File: src/rtl/router_fsm.sv
// router_fsm
//   Packet router controller. It decodes the 2-bit destination address in
//   the header byte and then steps the datapath through header load,
//   payload load, full-FIFO stall, parity load and parity check. A stuck
//   output FIFO (its soft_reset) abandons the packet in progress.
//
// Ports
//   clock, reset          : rising-edge clock, async active-high reset
//   pkt_valid, data_in    : packet byte valid, header address bits [1:0]
//   fifo_full             : selected output FIFO is full
//   fifo_empty_0/1/2      : output FIFO n is empty
//   soft_reset_0/1/2      : output FIFO n timed out
//   parity_done           : parity byte already written
//   low_pkt_valid         : pkt_valid dropped while the FIFO was full
//   detect_add .. busy    : Moore state decodes for datapath and source
module router_fsm (
  input  logic       clock,
  input  logic       reset,
  input  logic       pkt_valid,
  input  logic [1:0] data_in,
  input  logic       fifo_full,
  input  logic       fifo_empty_0,
  input  logic       fifo_empty_1,
  input  logic       fifo_empty_2,
  input  logic       soft_reset_0,
  input  logic       soft_reset_1,
  input  logic       soft_reset_2,
  input  logic       parity_done,
  input  logic       low_pkt_valid,
  output logic       detect_add,
  output logic       lfd_state,
  output logic       ld_state,
  output logic       laf_state,
  output logic       full_state,
  output logic       write_enb_reg,
  output logic       rst_int_reg,
  output logic       busy
);

  typedef enum logic [2:0] {
    DA  = 3'd0,
    LFD = 3'd1,
    LD  = 3'd2,
    FFS = 3'd3,
    LAF = 3'd4,
    LP  = 3'd5,
    CPE = 3'd6,
    WTE = 3'd7
  } state_t;

  state_t     state_q, state_d;
  logic [1:0] addr_q, addr_d;

  // Padded to four entries so address 3 indexes a constant 0 instead of
  // falling off the end of the vector.
  logic [3:0] empty_vec;
  logic [3:0] soft_vec;

  assign empty_vec = {1'b0, fifo_empty_2, fifo_empty_1, fifo_empty_0};
  assign soft_vec  = {1'b0, soft_reset_2, soft_reset_1, soft_reset_0};

  always_ff @(posedge clock or posedge reset) begin
    if (reset) begin
      state_q <= DA;
      addr_q  <= 2'd0;
    end else begin
      state_q <= state_d;
      addr_q  <= addr_d;
    end
  end

  always_comb begin
    state_d = state_q;
    addr_d  = addr_q;
    case (state_q)
      DA: begin
        // Address 3 is not a real port: the header is ignored and the
        // packet is dropped while we keep waiting for a valid one.
        if (pkt_valid && (data_in != 2'd3)) begin
          addr_d  = data_in;
          state_d = empty_vec[data_in] ? LFD : WTE;
        end
      end
      LFD: state_d = LD;
      LD: begin
        if (fifo_full)       state_d = FFS;
        else if (!pkt_valid) state_d = LP;
      end
      FFS: begin
        if (!fifo_full) state_d = LAF;
      end
      LAF: begin
        if (parity_done)        state_d = DA;
        else if (low_pkt_valid) state_d = LP;
        else                    state_d = LD;
      end
      LP:  state_d = CPE;
      CPE: state_d = fifo_full ? FFS : DA;
      WTE: begin
        if (empty_vec[addr_q]) state_d = LFD;
      end
      default: state_d = DA;
    endcase

    // Only the FIFO this packet is headed for can abandon it; DA has no
    // packet in flight so it is exempt.
    if ((state_q != DA) && soft_vec[addr_q]) state_d = DA;
  end

  always_comb begin
    detect_add    = 1'b0;
    lfd_state     = 1'b0;
    ld_state      = 1'b0;
    laf_state     = 1'b0;
    full_state    = 1'b0;
    write_enb_reg = 1'b0;
    rst_int_reg   = 1'b0;
    busy          = 1'b0;
    case (state_q)
      DA:  detect_add = 1'b1;
      LFD: begin
        lfd_state = 1'b1;
        busy      = 1'b1;
      end
      LD: begin
        ld_state      = 1'b1;
        write_enb_reg = 1'b1;
      end
      FFS: begin
        full_state = 1'b1;
        busy       = 1'b1;
      end
      LAF: begin
        laf_state     = 1'b1;
        write_enb_reg = 1'b1;
        busy          = 1'b1;
      end
      LP: begin
        write_enb_reg = 1'b1;
        busy          = 1'b1;
      end
      CPE: begin
        rst_int_reg = 1'b1;
        busy        = 1'b1;
      end
      WTE: busy = 1'b1;
      default: detect_add = 1'b1;
    endcase
  end

endmodule
File: config.mk
export PLATFORM = sky130hd
export DESIGN_NAME = router_fsm
export DESIGN_NICKNAME = d
export VERILOG_FILES = /design/src/rtl/router_fsm.sv
export SDC_FILE = /design/constraint.sdc
export NUM_CORES = 1
export LEC_CHECK = 0
export CORE_AREA = 2 2 39 41
export CTS_CLUSTER_DIAMETER = 40
export DETAILED_ROUTE_END_ITERATION = 6
export DIE_AREA = 0 0 41 43
export GPL_TIMING_DRIVEN = 0
export PLACE_DENSITY = 0.71
export SETUP_SLACK_MARGIN = 0.4
export SYNTH_ARGS = -nofsm -noshare
export SYNTH_HDL_FRONTEND = slang
export SYNTH_SLANG_ARGS = --single-unit
File: constraint.sdc
create_clock -name clock -period 2.1 [get_ports clock]
set_clock_uncertainty 0.2 [all_clocks]
set_input_delay 0.42 -clock clock [delete_from_list [all_inputs] [get_ports clock]]
set_output_delay 0.42 -clock clock [all_outputs]
set_load 0.02 [all_outputs]
==> results.toml <==
[logic_synthesis]
avgSynthCellArea_um2 = 7.53
synthesis.nets = 78
ys_warn_count = 0
syn_area_um2 = 482
synthTopCellsByArea = "dfrtp_1 (26%), nand2b_1 (7.8%), nor2_1 (5.5%)"
ys_ff_latch = 5
syn_inst = 64
yosys.area.top_type_share = 0.260
yosysUniqueCellTypes = 27
ys_seq_area_frac = 0.260
synth_largest_area_cell = "dfrtp_1"

[cells_and_area]
syn2layout_area_growth_pct = 111
drive_gt1_frac = 0.520
nets = 117
antenna_cells = 0
final_cells = 118

[detailed_routing]
drcViolationCount = 0
vias = 652
ant_nets = 0
routedWlPerCell_um = 16.0
via_per_inst = 5.53
drt_pass1_iterations = 4
wirelength_um = 1890
first_iter_violations = 16

[critical_path]
ff2ff_setup_slack_ns = 0.30
regToRegStartpoint = "state_q[1]"
critPathLaunch = "state_q[2]"
cp_max_fo = 5
cp_num_buf_inv = 3
critPathMostFrequentCell = "buf_6"
worstPathCellList = "buf_6, or3_4, inv_4, buf_6"
cp.depth = 4
critPathCaptureType = "primary output"
required_ns = 1.48
crit_type = "reg2out"
critPathTopFamily = "flip-flops"
r2r-end = "state_q[2]"
cp-start-kind = "flop"
cp-endpoint = "detect_add"
slowest_stage = "dfrtp_1"
r2r_cells = 5
arrival_ns = 1.30
cpPeakStageDelay_ns = 0.39

[cts]
cts.clk_slew.worst_paths_ns = 0.04
cts_max_level = 1
cts_root_buf = "clkbuf_4"
cts_tree = "yes"
clkSinkCount = 5
clk_path_buf_depth = 2
cts_buffers = 3
clock_latency_ns = 0.23

[timing]
hold_viol = 0
tns_ns = 0
rsz0062_at_grt = "true"
fmax_ghz = 0.522
drv_slew = 0
setup_viol = 0
fin_crit_sh = 0.912
fin_crit_ns = 1.92
tightest_slew_ns = 0.339
slew_headroom = 0.771

[pwr]
power.total_w = 0.00154
power_density_nw_per_um2 = 1520
p_leak_nw = 0.474
peakVddDrop_uv = 875

[global_route]
grt_overflow = 0
grt_max_degree = 11
grtUsageTotal = 0.232
antenna_found_initial = 0
grt_pass1_vias = 674
grt_pass1_wl_um = 2840

[placement]
globalplace.congestion = 0.738
placed_cells = 101
dp_hpwl_um = 975
port_buffers = 21

[die]
dieHeight_um = 43
dieArea_um2 = 1760
num_rows = 14
ioPinCount = 22
start_util = 0.348
die_width_um = 41
coreArea_um2 = 1380

[hold_path]
hp-class = "in2async"

[status]
outcome = "completed"

[run]
max-cap-violations = 0
-- cells in the mapped netlist (all sizes together) --
cell,n
dfrtp,5
a211oi,2
nand2b,6
o21a,1
nand3b,2
nand2,6
o22a,2
nor2,7
mux2i,2
or3b,2
buf,1
inv,4
nor2b,1
o21ai,2
or3,2
a21oi,5
a211o,1
clkbuf,2
o211a,1
o31ai,2
or2,1
o41ai,2
o211ai,2
nor3,1
and3,2
-- through the flow --
stage	area, um^2	hold slack (ns)	worst slack (ns)	utilization
5_1_grt	1020	0.202	0.163	0.735
3_3_place_gp	717	0.400	-0.204	0.518
2_1_floorplan	487	-0.00148	0.346	-
6_report	1020	0.180	0.184	0.735
4_1_cts	935	0.182	0.211	0.675
3_5_place_dp	717	0.380	-0.258	0.518
-- cells by family (layout without fill, tap and decap cells) --
logic type      after synthesis  count (layout)  synth area share
compound gates               20              20             0.296
buf+inv                       7              45            0.0571
flops                         5               5             0.260
mux                           2               2            0.0416
simple gates                 30              30             0.345
-- worst min-delay path by stage --
stage,startpoint,to,slack (ns),cells past startpoint
2_1_floorplan,reset,addr_q[0],-0.001,1
3_3_place_gp,addr_q[1],addr_q[1],0.40,1
3_5_place_dp,addr_q[0],addr_q[0],0.38,1
4_1_cts,reset,addr_q[1],0.18,2
5_1_grt,reset,state_q[1],0.20,2
6_report,reset,addr_q[1],0.18,2
-- state kept, by name (all words and copies together), names as in the netlist --
register	count
addr_q	2
state_q	3
-- area by class of cell --
class / count / area (um^2)
multi-input combinational: 52 / 464
fill: 96 / 367
timing repair buffer: 34 / 318
sequential: 5 / 126
buffer: 3 / 40.0
clock buffer: 4 / 26.3
inverter: 4 / 22.5
tap: 16 / 20.0
-- power by group --
| group | internal, W | switching [W] | leakage (nW) |
|---|---|---|---|
| Combinational | 0.000649 | 0.000574 | 0.399 |
| Sequential | 0.000147 | 0.0000659 | 0.0604 |
| Clock | 0.0000715 | 0.0000350 | 0.0150 |
-- layout by cell type, fill, tap and decap left out, types with 3 or more instances in the layout --
cell,instances
a21oi_1,3
clkdlybuf4s50_1,4
nor2_4,3
buf_6,10
nor2_1,3
nand2b_4,4
dlygate4sd2_1,8
nand2_1,5
clkbuf_4,3
buf_4,10
dfrtp_1,4
-- what timing repair did --
item | 4_1_cts | 5_1_grt
setup buffers | 9 | 3
hold endpoints to repair | 0 | 0
pin swaps | 9 | 5
endpoints found under the setup margin | 11 | 13
hold buffers | 0 | 0
gates resized for setup | 82 | 15
cloned | 1 | 0
-- metal layers --
layer / track usage / share of wire / vias up
li1: - / - / 308
met1: 0.311 / 0.41 / 319
met2: 0.381 / 0.54 / 21
met3: 0 / 0.047 / 4
met4: 0.0867 / 0.011 / 0
met5: 0 / 0 / -
Note: power is estimated with default switching activity, not from simulation.
